### config.mk
export PLATFORM = sky130hd
export DESIGN_NAME = mod_74x163_cascade_flat
export DESIGN_NICKNAME = d
export VERILOG_FILES = /design/src/rtl/mod_74x163_cascade_pkg.sv /design/src/rtl/mod_74x163_cascade_if.sv /design/src/rtl/mod_74x163_cascade_slice.sv /design/src/rtl/mod_74x163_cascade.sv /design/src/flat_wrapper.sv
export SDC_FILE = /design/constraint.sdc
export NUM_CORES = 1
export LEC_CHECK = 0
export ABC_AREA = 1
export CAP_MARGIN = 20
export CELL_PAD_IN_SITES_DETAIL_PLACEMENT = 0
export CELL_PAD_IN_SITES_GLOBAL_PLACEMENT = 1
export CORE_AREA = 2 2 39 41
export DETAILED_ROUTE_END_ITERATION = 10
export DIE_AREA = 0 0 41 43
export PLACE_DENSITY_LB_ADDON = 0.1
export SLEW_MARGIN = 20
export SYNTH_ARGS = -nofsm -noshare
export SYNTH_HDL_FRONTEND = slang
export SYNTH_SLANG_ARGS = --single-unit
export TNS_END_PERCENT = 5
### constraint.sdc
create_clock -name CLK -period 2.3 [get_ports CLK]
set_clock_uncertainty 0.1 [all_clocks]
set_input_delay 0.46 -clock CLK [delete_from_list [all_inputs] [get_ports CLK]]
set_output_delay 0.46 -clock CLK [all_outputs]
set_load 0.005 [all_outputs]
### src/rtl/mod_74x163_cascade_pkg.sv
// Shared constants, operation encoding and the priority decoder used by every
// 74x163 slice of the cascaded counter.
package mod_74x163_cascade_pkg;

  localparam int NIBBLE_W = 4;
  localparam logic [NIBBLE_W-1:0] NIBBLE_MAX  = 4'hF;
  localparam logic [NIBBLE_W-1:0] NIBBLE_ZERO = 4'h0;
  localparam logic [NIBBLE_W-1:0] NIBBLE_ONE  = 4'h1;

  // Operation selected for a slice on the next rising edge, highest priority first.
  typedef enum logic [2:0] {
    OP_RST  = 3'd0,
    OP_CLR  = 3'd1,
    OP_LOAD = 3'd2,
    OP_CNT  = 3'd3,
    OP_HOLD = 3'd4
  } op_e;

  // First true condition wins: reset, clear, load, count, otherwise hold.
  function automatic op_e decode_op(
    input logic rst,
    input logic clr_n,
    input logic load_n,
    input logic enp,
    input logic ent
  );
    op_e op;
    if (rst) begin
      op = OP_RST;
    end else if (!clr_n) begin
      op = OP_CLR;
    end else if (!load_n) begin
      op = OP_LOAD;
    end else if (enp && ent) begin
      op = OP_CNT;
    end else begin
      op = OP_HOLD;
    end
    return op;
  endfunction

endpackage

### src/rtl/mod_74x163_cascade_if.sv
// Control/data bundle of the cascaded counter. The master side drives the
// clear/load/enable controls and load data; the slave (the counter) returns
// the count and the ripple carry.
interface mod_74x163_cascade_if #(
  parameter int WIDTH = 4
);

  logic             CLR_N;
  logic             LOAD_N;
  logic             ENP;
  logic             ENT;
  logic [WIDTH-1:0] D;
  logic [WIDTH-1:0] Q;
  logic             RCO;

  modport master (
    output CLR_N,
    output LOAD_N,
    output ENP,
    output ENT,
    output D,
    input  Q,
    input  RCO
  );

  modport slave (
    input  CLR_N,
    input  LOAD_N,
    input  ENP,
    input  ENT,
    input  D,
    output Q,
    output RCO
  );

endinterface

### src/rtl/mod_74x163_cascade_slice.sv
// One 4-bit 74x163 synchronous presettable counter with an added synchronous
// active-high system reset. RCO is combinational so a cascade carries within
// the same cycle.
module mod_74x163_cascade_slice
  import mod_74x163_cascade_pkg::*;
(
  input  logic                CLK,
  input  logic                RST,
  input  logic                CLR_N,
  input  logic                LOAD_N,
  input  logic                ENP,
  input  logic                ENT,
  input  logic [NIBBLE_W-1:0] D,
  output logic [NIBBLE_W-1:0] Q,
  output logic                RCO
);

  op_e                 op_s;
  logic [NIBBLE_W-1:0] q_next_s;
  logic [NIBBLE_W-1:0] q_r;

  // Pick the operation for this edge and compute the next nibble value.
  always_comb begin
    op_s     = decode_op(RST, CLR_N, LOAD_N, ENP, ENT);
    q_next_s = q_r;
    case (op_s)
      OP_RST:  q_next_s = NIBBLE_ZERO;
      OP_CLR:  q_next_s = NIBBLE_ZERO;
      OP_LOAD: q_next_s = D;
      OP_CNT:  q_next_s = q_r + NIBBLE_ONE;
      OP_HOLD: q_next_s = q_r;
      default: q_next_s = NIBBLE_ZERO;
    endcase
  end

  // Nibble state register; reset is folded into the next-state decode.
  always_ff @(posedge CLK) begin
    q_r <= q_next_s;
  end

  assign Q   = q_r;
  assign RCO = ENT & (q_r == NIBBLE_MAX);

endmodule

### src/rtl/mod_74x163_cascade.sv
// Synchronous presettable binary counter built from STAGES cascaded 74x163
// slices. ENP fans out to every slice; ENT enters slice 0 and each slice's
// RCO becomes the ENT of the next, so the top RCO is ENT & (Q == all ones).
module mod_74x163_cascade
  import mod_74x163_cascade_pkg::*;
#(
  parameter int STAGES = 1
) (
  input  logic                  CLK,
  input  logic                  RST,
  mod_74x163_cascade_if.slave   bus
);

  localparam int WIDTH = NIBBLE_W * STAGES;

  logic [STAGES:0]  ent_chain_s;
  logic [WIDTH-1:0] q_s;

  assign ent_chain_s[0] = bus.ENT;

  for (genvar i = 0; i < STAGES; i++) begin : g_slice
    mod_74x163_cascade_slice u_slice (
      .CLK    (CLK),
      .RST    (RST),
      .CLR_N  (bus.CLR_N),
      .LOAD_N (bus.LOAD_N),
      .ENP    (bus.ENP),
      .ENT    (ent_chain_s[i]),
      .D      (bus.D[NIBBLE_W*i +: NIBBLE_W]),
      .Q      (q_s[NIBBLE_W*i +: NIBBLE_W]),
      .RCO    (ent_chain_s[i+1])
    );
  end

  assign bus.Q   = q_s;
  assign bus.RCO = ent_chain_s[STAGES];

endmodule
### src/flat_wrapper.sv
// flat-port wrapper written by rule: the top's interface ports become plain ports
module mod_74x163_cascade_flat import mod_74x163_cascade_pkg::*;
#(
  parameter int STAGES = 1
)
  (CLK, RST, bus_CLR_N, bus_LOAD_N, bus_ENP, bus_ENT, bus_D, bus_Q, bus_RCO);
  mod_74x163_cascade_if bus_i ();
  input  logic CLK;
  input  logic RST;
  input wire logic [$bits(bus_i.CLR_N)-1:0] bus_CLR_N;
  input wire logic [$bits(bus_i.LOAD_N)-1:0] bus_LOAD_N;
  input wire logic [$bits(bus_i.ENP)-1:0] bus_ENP;
  input wire logic [$bits(bus_i.ENT)-1:0] bus_ENT;
  input wire logic [$bits(bus_i.D)-1:0] bus_D;
  output wire logic [$bits(bus_i.Q)-1:0] bus_Q;
  output wire logic [$bits(bus_i.RCO)-1:0] bus_RCO;
  assign bus_i.CLR_N = bus_CLR_N;
  assign bus_i.LOAD_N = bus_LOAD_N;
  assign bus_i.ENP = bus_ENP;
  assign bus_i.ENT = bus_ENT;
  assign bus_i.D = bus_D;
  assign bus_Q = bus_i.Q;
  assign bus_RCO = bus_i.RCO;
  mod_74x163_cascade #(.STAGES(STAGES)) u_core (.CLK(CLK), .RST(RST), .bus(bus_i));
endmodule
* Word-level counts from Yosys, hierarchy flattened
Cells that the tools add are included.
** Operators by class
- $add $sub $neg :: 1
- Eq/ne operators :: 4
- Multiplexer cells :: 5
- Bitwise operators :: 1
- Reductions and logical operators :: 1
** Operators with widths (number)
- 3-bit two-way mux :: 4
- 4-bit one-hot mux with 3 select lines :: 1
- 3-bit by 2-bit == test with 1-bit output, second input constant :: 2
- 4-bit by 1-bit adder with 4-bit output, second input constant :: 1
- 4-bit == test, second input constant :: 1
- 3-bit == test, second input constant :: 1
- 1-bit bitwise AND :: 1
- 1-bit logical AND :: 1
** Word-level totals
- Bits in registers :: 4
- Bits of input ports :: 10
- Output and inout bits :: 5
- Word-level logic and storage cells :: 13

* Longest topological paths before layout
Gate-level depths: netlist of the first run.
- Word-level depth :: 7
- Mapped depth :: 5
- Gate-level depth less buffers :: 5

* Least setup slack after synthesis of the first run
OpenSTA, ideal clock, no wires.
- Path kind :: reg-to-output
- Start :: reg u_core.g_slice[0].u_slice.q_r[0]
- End :: out bus_RCO
- Data arrival time :: 0.798 ns
- Required time :: 1.740 ns
- Path slack :: 0.942 ns
- Cell stages (with the launch flop) :: 4
- Buffers on the path :: 0
- Cell sequence :: edfxtp_1 > ha_1 > nand3_1 > nor2_1
** On the way
- Cells in the longest elaborated chain, start to end :: 2
** Ends and longest elaborated chain
- start: declaration :: RTL line mod_74x163_cascade_slice.sv:20 : logic [NIBBLE_W-1:0] q_r;
- start signal: assignment :: RTL line mod_74x163_cascade_slice.sv:38 : q_r <= q_next_s;
- 4-bit == test :: RTL line mod_74x163_cascade_slice.sv:42 : assign RCO = ENT & (q_r == NIBBLE_MAX);
- 1-bit bitwise AND :: RTL line mod_74x163_cascade_slice.sv:42
- end: declaration :: RTL line flat_wrapper.sv:16 : output wire logic [$bits(bus_i.RCO)-1:0] bus_RCO;
No other way between the ends.

* Worst setup path after layout of the first run
- Start :: in bus_ENT
- End :: out bus_RCO
** On the way
- Cells in the longest elaborated chain, start to end :: 1
** Ends and longest elaborated chain
- start: declaration :: RTL line flat_wrapper.sv:13 : input wire logic [$bits(bus_i.ENT)-1:0] bus_ENT;
- 1-bit bitwise AND :: RTL line mod_74x163_cascade_slice.sv:42
No other way between the ends.

==> flow_summary.ini, run 1 <==
[outcome]
status = finished, final reports clean

[timing]
period_minus_slack_ps = 2180
fmax_mhz = 458
hold_violations = 0
setup_viol = 0
max-slew-margin-rel_pct = 81.8
grt_setup_unrepaired = false
fin_crit_sh_pct = 95.0
fin_ws_ps = 116
slew_violations = 0
tns_ps = 0
tightest_slew_ps = 272

[clock_network]
h-tree-depth = 1
numCtsBuffers = 3
cts_hold_buf = 0
clk_latency_ps = 230
post_cts_buffers = 0
clockRootBuffer = clkbuf_4
clock_sinks = 4
clkTransAtPathRegs_ps = 40
cts_tree = yes
cts.path.max_buffers = 2
postCtsResizedCells = 0

[setup_path]
critPathMaxFanout = 2
arrival_ps = 1620
cp-start-kind = input pin
r2r_setup_slack_ps = 980
reg2regPathDepth = 4
cp.required_ps = 1740
crit_type = input pin to output port
r2r_start = u_core.g_slice[0].u_slice.Q[0]$_DFFE_PP_
endpoint_kind = output port
r2r-end = u_core.g_slice[0].u_slice.Q[2]$_DFFE_PP_

[route]
drc = 0
via_count = 260
first_iter_violations = 1
drt_wl_total_um = 575
viasPerCell = 3.94
avgRoutedWirePerCell_um = 8.71
drt-pass1-iter-count = 4
ant_nets = 0

[pwr]
power_mw = 0.216
p_comb_share_pct = 17.8
p_sw_share_pct = 22.0
internal_power_mw = 0.169
leakage_nw = 0.201
p_switching_mw = 0.0477
irDropWorstVdd_v = 0.000187
p_seq_share_pct = 41.7
p_per_area_nw_per_um2 = 480
power_frac_clock_pct = 40.4

[die]
die_h_um = 43
coreArea_um2 = 1380
die-area_um2 = 1760
floorplan.die.width_um = 41
floorplan.io_pins = 15
start_util_pct = 19.3
rows = 14

[finish]
drive_above_1_share_pct = 14.0
nFillCells = 156
largest_reg_flops = 4
syn_to_final_growth_pct = 68.2
diodes = 0
utilization_pct = 32.5
layout.cells.non_filler = 66
layout.nets = 63

[grt]
gr-usage-met3_pct = 3.14
grt_pass1_wl_mm = 1.04
grt.met1_usage_pct = 12.4
grt_pass1_vias = 257
gr-total-overflow = 0
antenna_found_initial = 0
grt_use_total_pct = 9.38
grt_use_met2_pct = 11.6
top_usage_layer = met1
grt_max_degree = 6

[hold_path]
hold_path.class = register to register
hp-start = u_core.g_slice[0].u_slice.Q[3]$_DFFE_PP_
min_path_cells = 4
min_to = u_core.g_slice[0].u_slice.Q[3]$_DFFE_PP_

[yosys]
synth-seq-area-share_pct = 44.9
synth_top_cell_by_area = edfxtp_1
syn_area_um2 = 268
synth.top_cell.area_share_pct = 44.9
avgSynthCellArea_um2 = 8.11
yosysWarnings = 0
yosysUniqueCellTypes = 11
synth-seq-cells = 4
syn_inst = 33
syn_nets = 44
yosys-top-cells-area = edfxtp_1 45%, nand2_1 20%, nor3_4 6.1%

[placed_design]
placed_cells = 63
preCtsSetupSlack_ps = 117
post-dp-hpwl_um = 466
portBuffers = 14
place_congestion = 0.699

[run]
drv_cap = 0
-- logic make-up (layout without fill, tap and decap cells) --
family / Yosys count / in the layout / share of synthesized area, %
adders and majority gates: 1 / 1 / 4.67
buffers and inverters: 4 / 21 / 5.61
and+or+nand+nor: 23 / 23 / 41.6
DFF: 4 / 4 / 44.9
xor gates and xnor gates: 1 / 1 / 3.27
-- cell type report --
class,count,area (um2),share of cell area (%)
Clock buffer,3,22.5,5.00
Inverter,4,15.0,3.33
Multi-Input combinational cell,25,133,29.4
Sequential cell,4,120,26.7
Tap cell,16,20.0,4.44
Timing Repair Buffer,14,140,31.1
-- Yosys cell counts --
cell and number:
nand2_1 14, edfxtp_1 4, inv_1 3, nand2_2 2, nand3_1 2, nand4_1 2
nor2_1 2, ha_1 1, inv_2 1, nor3_4 1, xor2_1 1
-- metal layers --
layer / part of all wire (%) / wire length, um / up-vias
li1: - / - / 143
met1: 44 / 255 / 104
met2: 43 / 245 / 13
met3: 13 / 74 / 0
met4: 0 / 0 / 0
met5: 0 / 0 / -
-- critical path, stage by stage --
cell and delay, ps:
clkdlybuf4s50_1 500, nand3_1 70, nor2_1 90, clkdlybuf4s50_1 500
-- power by group through the flow --
stage / sequential [mW] / clock [mW] / combinational [mW]
2_1_floorplan: 0.0911 / 0 / 0.0116
3_3_place_gp: 0.0912 / 0 / 0.0389
3_5_place_dp: 0.0915 / 0 / 0.0389
4_1_cts: 0.0904 / 0.0915 / 0.0391
5_1_grt: 0.0914 / 0.0943 / 0.0442
6_report: 0.0903 / 0.0875 / 0.0385
-- stage by stage --
stage	area (um2)	hold slack [ps]
floorplan	268	546
global placement	428	550
detailed placement	428	555
CTS	450	565
global route	450	670
finish	450	560
-- how the worst max path moves through the flow --
stage	from	endpoint	slack [ps]	depth (start not counted)
after floorplan	u_core.g_slice[0].u_slice.Q[0]$_DFFE_PP_	bus_RCO	940	3
after global placement	bus_ENT	bus_RCO	140	4
after detailed placement	bus_ENT	bus_RCO	120	4
after CTS	bus_ENT	bus_RCO	110	4
after global routing	bus_ENT	bus_RCO	50	4
final	bus_ENT	bus_RCO	120	4
-- layout by cell type, fill, tap and decap left out, drive strengths merged --
cell / netlist / layout
nand3: 2 / 2
xor2: 1 / 1
nand4: 2 / 2
edfxtp: 4 / 4
clkbuf: 0 / 3
ha: 1 / 1
clkdlybuf4s50: 0 / 14
nand2: 16 / 16
nor2: 2 / 2
inv: 4 / 4
nor3: 1 / 1
Note: power is estimated with default switching activity, not from simulation.
==> run 2: changes to the inputs <==
CAP_MARGIN = not set   (was 20)
GPL_ROUTABILITY_DRIVEN = 0   (was not set)
==> results of run 2 <==
The final DEF is identical to that of run 1; final timing and power are the same.
==> run 3: changes to the inputs <==
CTS_BUF_LIST = sky130_fd_sc_hd__clkbuf_16   (was not set)
REMOVE_ABC_BUFFERS = 1   (was not set)
==> flow_summary.ini, run 3 (synthesis results as in run 1) <==
[finish]
layout.nets = 63
drive_above_1_share_pct = 14.0
multi_input_area_um2 = 133
stdcell_area_um2 = 503
regArea_um2 = 120
syn_to_final_growth_pct = 87.9
nFillCells = 145
diodes = 0
final_cell_mix = 14 x nand2_1, 14 x clkdlybuf4s50_1, 4 x edfxtp_1
largest_reg_flops = 4

[route]
avgRoutedWirePerCell_um = 9.30
via_count = 271
first_iter_violations = 3
ant_nets = 0
drc = 0
drt_wl_total_um = 614
viasPerCell = 4.11
drt-pass1-iter-count = 4

[setup_path]
critPathMaxFanout = 2
cp.required_ps = 1740
arrival_ps = 1630
endpoint_kind = output port
crit_type = input pin to output port
cp-start-kind = input pin
critPathMaxStageDelay_ps = 500
crit_slowest_cell = clkdlybuf4s50_1
path_cells = clkdlybuf4s50_1, nand3_1, nor2_1, clkdlybuf4s50_1
path_common_cell = clkdlybuf4s50_1

[timing]
max-slew-margin-rel_pct = 81.6
fmax_mhz = 457
period_minus_slack_ps = 2190
fin_crit_sh_pct = 95.2
hold_violations = 0
tns_ps = 0
tightest_slew_ps = 276
slew_violations = 0
grt_setup_unrepaired = false
setup_viol = 0

[clock_network]
clk_latency_ps = 220
cts.path.max_buffers = 2
numCtsBuffers = 3
clkTransAtPathRegs_ps = 30
postCtsResizedCells = 0
h-tree-depth = 1
cts_tree = yes
post_cts_buffers = 0
clockRootBuffer = clkbuf_16
cts_hold_buf = 0
clock_sinks = 4

[placed_design]
post-dp-hpwl_um = 466
portBuffers = 14
detailed_place.area_um2 = 428

[grt]
grt_max_degree = 6
gr-total-overflow = 0
grt_pass1_vias = 261
antenna_found_initial = 0
grt_pass1_wl_mm = 1.10
grt_use_total_pct = 10.3

[die]
coreArea_um2 = 1380
die_h_um = 43
floorplan.die.width_um = 41
floorplan.io_pins = 15
rows = 14
die-area_um2 = 1760
start_util_pct = 19.3

[outcome]
status = finished, final reports clean

[run]
drv_cap = 0

[hold_path]
hold_path.class = register to register

[pwr]
p_per_area_nw_per_um2 = 798
leakage_nw = 0.224
irDropWorstVdd_v = 0.000276
## run 3: cell types whose count changed in the layout (fill, tap and decap cells not counted)
cell / delta
clkbuf_4: -3
clkbuf_16: +3
## run 3: power by group
| group | total, mW | switching, mW | internal [mW] |
|---|---|---|---|
| sequential | 0.0906 | 0.00490 | 0.0857 |
| combinational | 0.0385 | 0.0138 | 0.0247 |
| clock | 0.272 | 0.0500 | 0.222 |
| total | 0.401 | 0.0687 | 0.333 |
## run 3: final timing paths
path | start | endpoint | slack, ps | cells after the start
setup / recovery | bus_ENT | bus_RCO | 110 | 4
hold / removal | u_core.g_slice[0].u_slice.Q[3]$_DFFE_PP_ | u_core.g_slice[0].u_slice.Q[3]$_DFFE_PP_ | 560 | 4
setup reg to reg | u_core.g_slice[0].u_slice.Q[0]$_DFFE_PP_ | u_core.g_slice[0].u_slice.Q[2]$_DFFE_PP_ | 970 | 4
hold reg to reg | u_core.g_slice[0].u_slice.Q[3]$_DFFE_PP_ | u_core.g_slice[0].u_slice.Q[3]$_DFFE_PP_ | 560 | 4
## run 3: routing by layer
layer / track usage [%] / share of wire [%] / vias up
met1: 13.7 / 45 / 109
met5: 0 / 0 / -
li1: - / - / 145
met4: 10.0 / 3.3 / 0
met3: 4.71 / 11 / 2
met2: 11.3 / 40 / 15
## run 3: critical path: cells and delay by family
kind | cells | cell delay (ps)
and+or+nand+nor | 2 | 160
buffers and inverters | 2 | 1000
## run 3: layout make-up
| cell class | count | area share [%] |
|---|---|---|
| Clock buffer | 3 | 14.9 |
| Multi-Input combinational cell | 25 | 26.4 |
| Inverter | 4 | 2.99 |
| Sequential cell | 4 | 23.9 |
| Tap cell | 16 | 3.98 |
| Timing Repair Buffer | 14 | 27.9 |
## run 3: stage by stage
step / util (%) / cells / total power [mW] / hold slack [ps] / setup slack [ps]
3_5_place_dp: 30.9 / 63 / 0.130 / 555 / 117
2_1_floorplan: - / 33 / 0.103 / 546 / 942
5_1_grt: 36.3 / 66 / 0.416 / 668 / 45.5
4_1_cts: 36.3 / 66 / 0.406 / 563 / 112
6_report: 36.3 / 66 / 0.401 / 559 / 111
3_3_place_gp: 30.9 / 63 / 0.130 / 550 / 138
